===== src/rtl/wb_pkg.sv =====
// Shared widths, register-file write encodings and the write-queue entry type
// for the writeback controller.
package wb_pkg;

  localparam int REG_ADDR_W = 5;
  localparam int DATA_W     = 32;

  localparam logic [1:0] RW_IDLE  = 2'b00;
  localparam logic [1:0] RW_WRITE = 2'b01;

  typedef struct packed {
    logic [REG_ADDR_W-1:0] dest;
    logic [DATA_W-1:0]     data;
  } wb_entry_t;

endpackage


===== src/rtl/wb_fifo.sv =====
// Register-based write queue with a two-entry push port and single pop.
// Entries are exposed oldest-first (age_entry[0] is the head) for hazard lookup.
module wb_fifo
  import wb_pkg::*;
#(
  parameter int DEPTH = 4
) (
  input  logic                   clk,
  input  logic                   rst,
  input  logic                   push0_en,
  input  wb_entry_t              push0_entry,
  input  logic                   push1_en,
  input  wb_entry_t              push1_entry,
  input  logic                   pop,
  output logic [$clog2(DEPTH):0] count,
  output logic [DEPTH-1:0]       age_valid,
  output wb_entry_t              age_entry [DEPTH]
);

  localparam int PTR_W = $clog2(DEPTH);

  typedef logic [PTR_W-1:0] ptr_t;
  typedef logic [PTR_W:0]   cnt_t;

  wb_entry_t mem [DEPTH];
  ptr_t      wr_ptr_reg, wr_ptr_next;
  ptr_t      rd_ptr_reg, rd_ptr_next;
  cnt_t      count_reg, count_next;

  // push1 is only ever used together with push0, so slots stay contiguous.
  always_comb begin
    wr_ptr_next = wr_ptr_reg + ptr_t'(push0_en) + ptr_t'(push1_en);
    rd_ptr_next = rd_ptr_reg + ptr_t'(pop);
    count_next  = count_reg + cnt_t'(push0_en) + cnt_t'(push1_en) - cnt_t'(pop);
  end

  always_ff @(posedge clk) begin
    if (rst) begin
      wr_ptr_reg <= '0;
      rd_ptr_reg <= '0;
      count_reg  <= '0;
    end else begin
      wr_ptr_reg <= wr_ptr_next;
      rd_ptr_reg <= rd_ptr_next;
      count_reg  <= count_next;
    end
  end

  always_ff @(posedge clk) begin
    if (!rst) begin
      if (push0_en) mem[wr_ptr_reg] <= push0_entry;
      if (push1_en) mem[wr_ptr_reg + ptr_t'(1)] <= push1_entry;
    end
  end

  generate
    for (genvar gi = 0; gi < DEPTH; gi++) begin : g_age
      assign age_entry[gi] = mem[rd_ptr_reg + ptr_t'(gi)];
      assign age_valid[gi] = cnt_t'(gi) < count_reg;
    end
  endgenerate

  assign count = count_reg;

endmodule


===== src/rtl/writeback_ctrl.sv =====
// Writeback arbitration between load and ALU results, register-file write port,
// and read-port hazard detection. Define WB_BYPASS_EN to turn hazards into bypass hits.
module writeback_ctrl
  import wb_pkg::*;
#(
  parameter int DEPTH = 4
) (
  input  logic                  clk,
  input  logic                  rst,
  input  logic                  alu_valid,
  output logic                  alu_ready,
  input  logic [REG_ADDR_W-1:0] alu_dest,
  input  logic [DATA_W-1:0]     alu_data,
  input  logic                  ld_valid,
  output logic                  ld_ready,
  input  logic [REG_ADDR_W-1:0] ld_dest,
  input  logic [DATA_W-1:0]     ld_data,
  output logic [REG_ADDR_W-1:0] WriteReg,
  output logic [DATA_W-1:0]     WriteData,
  output logic [1:0]            RegWrite,
  input  logic [REG_ADDR_W-1:0] Read1,
  input  logic [REG_ADDR_W-1:0] Read2,
  output logic                  hazard1,
  output logic                  hazard2,
  output logic                  byp_hit1,
  output logic                  byp_hit2,
  output logic [DATA_W-1:0]     byp_data1,
  output logic [DATA_W-1:0]     byp_data2
);

  localparam int CNT_W = $clog2(DEPTH) + 1;
  typedef logic [CNT_W-1:0] cnt_t;

  cnt_t      count;
  cnt_t      free_slots;
  logic [DEPTH-1:0] age_valid;
  wb_entry_t age_entry [DEPTH];
  wb_entry_t ld_entry, alu_entry;
  logic      ld_push, alu_push, pop;
  logic [REG_ADDR_W-1:0] rd_addr [2];

  // Readiness uses start-of-cycle occupancy; the concurrent pop is not credited.
  assign free_slots = cnt_t'(DEPTH) - count;
  assign ld_ready   = !rst && (count < cnt_t'(DEPTH));
  assign alu_ready  = !rst && ((free_slots >= cnt_t'(2)) || ((free_slots != '0) && !ld_valid));

  // Writes to r0 complete the handshake but are dropped here.
  assign ld_push  = ld_valid && ld_ready && (ld_dest != '0);
  assign alu_push = alu_valid && alu_ready && (alu_dest != '0);

  assign ld_entry  = {ld_dest, ld_data};
  assign alu_entry = {alu_dest, alu_data};
  assign pop       = !rst && age_valid[0];

  wb_fifo #(.DEPTH(DEPTH)) u_fifo (
    .clk        (clk),
    .rst        (rst),
    .push0_en   (ld_push || alu_push),
    .push0_entry(ld_push ? ld_entry : alu_entry),
    .push1_en   (ld_push && alu_push),
    .push1_entry(alu_entry),
    .pop        (pop),
    .count      (count),
    .age_valid  (age_valid),
    .age_entry  (age_entry)
  );

  always_comb begin
    RegWrite  = RW_IDLE;
    WriteReg  = '0;
    WriteData = '0;
    if (pop) begin
      RegWrite  = RW_WRITE;
      WriteReg  = age_entry[0].dest;
      WriteData = age_entry[0].data;
    end
  end

  assign rd_addr[0] = Read1;
  assign rd_addr[1] = Read2;

  generate
    for (genvar gi = 0; gi < 2; gi++) begin : g_port
      logic              hit;
      logic [DATA_W-1:0] hit_data;

      // Scan oldest to youngest so the last match holds the youngest value.
      always_comb begin
        hit      = 1'b0;
        hit_data = '0;
        for (int k = 0; k < DEPTH; k++) begin
          if (!rst && (rd_addr[gi] != '0) && age_valid[k] &&
              (age_entry[k].dest == rd_addr[gi])) begin
            hit      = 1'b1;
            hit_data = age_entry[k].data;
          end
        end
      end
    end
  endgenerate

`ifdef WB_BYPASS_EN
  assign byp_hit1  = g_port[0].hit;
  assign byp_hit2  = g_port[1].hit;
  assign byp_data1 = g_port[0].hit_data;
  assign byp_data2 = g_port[1].hit_data;
  // Every pending match is served by the bypass, so no stall is ever raised.
  assign hazard1   = 1'b0;
  assign hazard2   = 1'b0;
`else
  logic unused_hit_data;
  assign unused_hit_data = ^{g_port[0].hit_data, g_port[1].hit_data};
  assign hazard1   = g_port[0].hit;
  assign hazard2   = g_port[1].hit;
  assign byp_hit1  = 1'b0;
  assign byp_hit2  = 1'b0;
  assign byp_data1 = '0;
  assign byp_data2 = '0;
`endif

endmodule


===== config.mk =====
export PLATFORM = sky130hd
export DESIGN_NAME = writeback_ctrl
export DESIGN_NICKNAME = d
export VERILOG_FILES = /design/src/rtl/wb_pkg.sv /design/src/rtl/wb_fifo.sv /design/src/rtl/writeback_ctrl.sv
export SDC_FILE = /design/constraint.sdc
export NUM_CORES = 1
export LEC_CHECK = 0
export CORE_ASPECT_RATIO = 0.8
export CORE_MARGIN = 2
export CORE_UTILIZATION = 48
export CTS_CLUSTER_SIZE = 14
export DETAILED_ROUTE_END_ITERATION = 6
export PLACE_DENSITY = 0.81
export SLEW_MARGIN = 20
export SYNTH_ARGS = -nofsm -noshare
export SYNTH_HDL_FRONTEND = slang
export SYNTH_SLANG_ARGS = --single-unit

===== constraint.sdc =====
create_clock -name clk -period 5.1 [get_ports clk]
set_input_delay 1.02 -clock clk [delete_from_list [all_inputs] [get_ports clk]]
set_output_delay 1.02 -clock clk [all_outputs]
set_load 0.005 [all_outputs]

# ---- Yosys cells after proc, flatten, opt, wreduce, memory -nomap -nowiden
# Memory sizes are Yosys's and may differ from the RTL's. A register that Yosys moved wholly into a read port is not among the register bits.
# Cells that the tools add are included.
dict set report totals {
  register_bits 7
  latchBits 0
  ramBits 148
  romBits 0
  inputBits 88
  memories 1
}
# name words width read_ports rd_ports_with_merged_regs write_ports line_no
set memory_table {}
lappend memory_table {u_fifo.mem 4 37 4 1 2 wb_fifo.sv:25} ;# wb_entry_t mem [DEPTH];
dict set report op_classes {
  add_sub_neg 11
  n_mul 0
  div 0
  n_lt_le_gt_ge 6
  eq_ne 8
  shifts 0
  mux 19
  bitwise_logic 0
  reduce_logical 36
}
# cell n
set ops {}
lappend ops {{equality test 5 bit} 8}
lappend ops {{two-way mux 37 bit} 1}
lappend ops {{two-way mux 32 bit} 1}
lappend ops {{logical AND 1 bit} 27}
lappend ops {{nonzero test 5 bit} 4}
lappend ops {{two-way mux 1 bit} 15}
lappend ops {{adder 2 x 1 -> 2 bit} 3}
lappend ops {{adder 3 x 1 -> 3 bit} 2}
lappend ops {{< comparator 1 x 3 -> 1 bit (first input constant)} 2}
lappend ops {{< comparator 2 x 3 -> 1 bit (first input constant)} 2}
lappend ops {{two-way mux 5 bit} 1}
lappend ops {{adder 2 x 1 -> 2 bit (second input constant)} 2}
lappend ops {{adder 2 bit (second input constant)} 2}
lappend ops {{greater-or-equal comparator 3 x 2 -> 1 bit (second input constant)} 1}
lappend ops {{< comparator 3 bit (second input constant)} 1}
lappend ops {{nonzero test 3 bit} 1}
lappend ops {{subtractor 3 x 1 -> 3 bit} 1}
lappend ops {{subtractor 3 bit (first input constant)} 1}
lappend ops {{logical NOT 1 bit} 2}
lappend ops {{logical OR 1 bit} 2}
lappend ops {{two-way mux 2 bit} 1}

# ---- Longest topological paths before layout
dict set report logic_depth {
  ltp_word 11
  ltp_mapped 13
}

# ---- Hierarchy
# A second synthesis with hierarchy kept.
dict set report hier_totals {
  hier_cells 785
  hier_area_um2 12565.8
}
# module instances cells_each area_per_inst_um2 seq_area_each_um2
set by_module_without_submodules {}
lappend by_module_without_submodules {wb_fifo 1 544 10687.8 4584.4}
lappend by_module_without_submodules {writeback_ctrl 1 241 1878.1 0.0}

# ---- Worst setup path before layout
# No wires, ideal clock.
dict set report synth_path {
  path_type {input to register}
  startpoint {input rst}
  endpoint {memory u_fifo.mem[1][0] (netlist bit) (enable)}
  arrival_ns 4.821
  setup_slack_ns -0.208
  path_stages 5
  cell_sequence {buf_2 > a211oi_2 > o211a_1 > nand2_1 > a211oi_1}
}
# item line_no
set synth_rtl {}
lappend synth_rtl {{start: declaration} writeback_ctrl.sv:9} ;# input logic rst,
lappend synth_rtl {{end: declaration} wb_fifo.sv:25}

# ---- Worst setup path after layout
dict set report layout_path {
  startpoint {input rst}
  endpoint {output hazard1}
}
dict set report layout_via {
  elab_chain_len 8
}
# item line_no
set layout_lines {}
lappend layout_lines {{logical NOT 1 bit *} n/a}
lappend layout_lines {{logical AND 1 bit *} writeback_ctrl.sv:92} ;# if (!rst && (rd_addr[gi] != '0) && age_valid[k] &&
lappend layout_lines {{logical AND 1 bit (2 in a row)} writeback_ctrl.sv:92}
lappend layout_lines {{two-way mux 1 bit (3 in a row)} writeback_ctrl.sv:92}
lappend layout_lines {{two-way mux 1 bit *} writeback_ctrl.sv:92}
lappend layout_lines {{end: declaration} writeback_ctrl.sv:23} ;# output logic hazard1,
# Mark *: on every way between the ends. The rest lies on a longest branch, timed or not.

==> out/metrics.sh <==
TIMING_WORST_SETUP_PATH_TYPE='in -> out'
YS_TYPES=49
VIAS_PER_CELL=5.56
CRIT_PATH_TOP_DELAY_CELL='clkdlybuf4s50_1'
CHIPHEIGHT_UM=132
GRT_SETUP_UNREPAIRED='no'
GRT_USE_MET1=0.301
POST-ROUTE-MIN-PERIOD_NS=4.38
TIMING.SETUP.TNS_NS=0
IO_PINS=197
POWER_W=0.00493
FLOORPLAN.DIE_AREA_SQ_MM=0.0215
SYN-INSTANCE-COUNT=662
DIE_WIDTH_UM=164
MOST_COMMON_CELL_IN_THE_NETLIST='edfxtp_1'
MAX-SLEW-MARGIN-REL=0.499
GRT_START_MAX_NET_PINS=47
HOLD_FIX_BUFFER_COUNT_AFTER_CTS=0
GRT.MET3_USAGE=0.0492
YOSYS.AREA.TOP_TYPE_SHARE=0.455
SYNTHSIMPLEGATEAREAFRAC=0.0522
DRTANTENNAVIOLNETS=0
END_KIND='output port'
DRT_PASS1_ITERATIONS=5
SEQ_POWER_SHARE=0.369
CLK_PIN_SLEW_NS=0.06
POST-ROUTE-WORST-SETUP-SLACK_NS=0.717
TIMING.CRITICAL_PATH.MODE_CELL='clkdlybuf4s50_1'
MAX-CAP-VIOLATIONS=0
VIAS_POST_DR=5898
CLOCK-ROOT-BUFFER='clkbuf_16'
GP_CONGESTION=0.944
CLK-INSERTION-DELAY-LATE_NS=0.43
WORST_SLEW_PIN_SLEW_NS=0.750
SYNTHESIS.AREA_PER_INSTANCE_SQ_UM=14.8
CORE_REGION_AREA_SQ_MM=0.0199
MAX_REG_FLOPS=148
MAX-CLOCK-PATH-BUFFERS=2
OUTCOME='completed'
INITIAL_CORE_UTILIZATION=0.491
POWERDENSITY_mW_PER_MM2=422
HOLD_PATH.CLASS='reg -> reg'
REPORT.FINAL.HOLD_VIOL_COUNT=0
CLKSINKCOUNT=155
P_INT_W=0.00335
SYNTH_AREA_IN_COMPOUND_GATES=0.0274
SYNTH_EDF_COUNT=148
NUMBER_OF_ANTENNA_VIOLATIONS_AT_THE_FIRST_CHECK_IN_GLOBAL_ROUTING=1
SYNTH.MUX.AREA_FRACTION=0.312
YOSYS_MOST_USED_DFF='edfxtp_1'
GRT_MOST_USED_LAYER='met2'
CTS_BUFFERS=17
POST_ROUTE_CELLS_DRIVE_ABOVE_1_SHARE=0.316
CTS.REPAIR_TIMING.SETUP_BUFFER_COUNT=0
PORT_BUFFERS=129
SETUP-VIOLATIONS-FINAL=0
WORSTSETUPSTARTPOINTTYPE='primary input'
POWER.SWITCHING_W=0.00158
PRE_CTS_WS_NS=0.681
AREA.GROWTH.SYNTH_TO_FINAL_PCT=19.5
PATH_CELLS='clkdlybuf4s50_1, inv_1, buf_4, o211ai_1, nor4_1, o21ai_0, nand4_1, clkdlybuf4s50_1'
SYNTH_SEQUENTIAL_AREA_RATIO=0.469
GRT_PASS1_WL_MM=34.7
FINAL_WORST_PATH_PERIOD_SHARE=0.859
SHARE_OF_POWER_BURNED_IN_THE_CLOCK_NETWORK=0.245
NUMBER_OF_PLACEMENT_ROWS=46
SYNTHDOMINANTAREACELLTYPE='edfxtp_1'
SYNTH-ADDER-AREA-SHARE=0.0177
SYNTHESIS.YOSYS.WARNINGS=0
CRITPATHARRIVALTIME_NS=3.36
MAIN_COMBINATIONAL_CELL_FAMILY_BY_AREA_AFTER_SYNTHESIS='multiplexers'
DETAIL_ROUTE.WIRELENGTH_MM=22.6
PLACE_HPWL_MM=15.4
DATA_REQUIRED_TIME_OF_THE_CRITICAL_PATH_NS=4.08
ROUTE.DETAILED.DRC=0
MEAN_ROUTED_WIRELENGTH_PER_CELL_UM=21.3
CRITICAL_PATH.MAX_STAGE_DELAY_NS=0.65
YOSYS-TOP-CELLS-COUNT='edfxtp_1 (148), mux2_2 (106), buf_4 (79), mux4_2 (51), and3_1 (39)'
TIMING_MAX_TRANSITION_VIOLATIONS_FINAL=0
DRT-INITIAL-DRC-COUNT=486
GR-USAGE-MET2=0.339
CP_MAX_FO=40
FINCLKSKEW_NS=0.0132
XOR_AND_XNOR_FRACTION_OF_THE_MAPPED_NETLIST_AREA=0.0367
SYNTH_ASYNC_SR_FLOP_SHARE=0
COUNT_OF_INSTANCES_RESIZED_AFTER_THE_CLOCK_TREE_IS_BUILT=0
SYN_AREA_SQ_MM=0.00977
GRT-OVFL-TOTAL=0
GRT_PASS1_VIAS=5981
NETLIST_TOP_CELLS_AREA='edfxtp_1 (45%), mux2_2 (12%), mux4_2 (12%), buf_4 (6.1%), mux2_4 (4.6%)'
P_COMB_FRAC=0.386
ANTENNADIODECOUNT=0
VDD_IR_DROP_MAX_uV=237
CTS_TREE='yes'
MAX_FREQ_MHz=228
GR-USAGE-ALL-LAYERS=0.215
P_SW_FRAC=0.321
NUM-NETS-FINAL=884
POST_SYNTHESIS_SEQUENTIAL_ELEMENT_COUNT=155
CTS_HTREE_LEVELS=4
WORSTPATHBUFFERINVERTERCOUNT=4
CRITICAL_PATH.TOP_DELAY_FAMILY='buffers and inverters'
TOTAL_LEAKAGE_POWER_nW=4.10
## power groups by stage
| stage | Combinational [W] | Clock [W] | Sequential [W] |
|---|---|---|---|
| 2_1_floorplan | 0.00136 | 0 | 0.00175 |
| 3_3_place_gp | 0.00189 | 0 | 0.00184 |
| 3_5_place_dp | 0.00190 | 0 | 0.00185 |
| 4_1_cts | 0.00192 | 0.00122 | 0.00182 |
| 5_1_grt | 0.00204 | 0.00127 | 0.00185 |
| 6_report | 0.00190 | 0.00121 | 0.00182 |
## layout make-up
cell class                      count  area (sq um)
Tap cell                          264           330
Sequential cell                   155          4590
Clock inverter                     15           141
Clock buffer                       17           425
Fill cell                        1566          8240
Multi-Input combinational cell    447          4660
Timing Repair Buffer              150          1470
Inverter                           13          48.8
## metrics by stage
step | hold WS, ns | cells | utilization | area, sq um
floorplan | 0.638 | 728 | - | 10000
global placement | 0.680 | 1029 | 0.558 | 11100
detailed placement | 0.694 | 1029 | 0.558 | 11100
CTS | 0.705 | 1061 | 0.586 | 11700
global route | 0.740 | 1061 | 0.586 | 11700
finish | 0.690 | 1061 | 0.586 | 11700
## kinds of logic (layout without fill, tap and decap cells)
family	count (synthesis)	count (layout)
xor+xnor	41	41
other cells	1	67
flops	155	155
simple gates	88	88
mux	211	211
compound gates	28	28
fa+ha+maj	12	12
buf+inv	126	195
## worst register-to-register path, stage by stage, from the launching register on
cell      delay (ns)
dfxtp_1         0.38
inv_1           0.13
ha_1            0.21
ha_1            0.19
a211oi_2        0.34
o211a_1         0.31
nand2_1         0.24
ha_1            0.35
inv_1           0.05
fa_1            0.40
fa_1            0.39
xor2_1          0.17
nor2_1          0.05
## final timing paths
kind / startpoint / endpoint / slack, ns / depth (start not counted)
worst min-delay path: u_fifo.count[0]$_SDFF_PP0_ / u_fifo.count[0]$_SDFF_PP0_ / 0.69 / 2
worst max-delay path: rst / hazard1 / 0.72 / 8
worst max register to register: u_fifo.count[1]$_SDFF_PP0_ / u_fifo.count[2]$_SDFF_PP0_ / 1.77 / 12
worst min register to register: u_fifo.count[0]$_SDFF_PP0_ / u_fifo.count[0]$_SDFF_PP0_ / 0.69 / 2
## per-layer routing
layer / share of wire / wire length (um)
met2: 0.48 / 10900
met4: 0.012 / 263
met1: 0.42 / 9430
met5: 0 / 0
met3: 0.089 / 2000
## cells in the final DEF, fill, tap and decap left out, drive strengths merged, types with 3 or more instances in the layout
cell type,synthesis,final
a211oi,4,4
a21oi,5,5
and3,39,39
buf,96,21
clkbuf,17,17
clkdlybuf4s50,0,129
clkinv,0,5
clkinvlp,0,5
conb,1,67
dfxtp,7,7
edfxtp,148,148
fa,3,3
ha,9,9
inv,13,17
mux2,150,150
mux2i,10,10
mux4,51,51
nand2,6,6
nand3,3,3
nand4,6,6
nor2,11,11
nor2b,3,3
nor3,3,3
nor4,6,6
o211ai,3,3
o21ai,3,3
or3,3,3
xnor2,16,16
xor2,25,25
No activity file was read; power rests on OpenSTA's default activity.
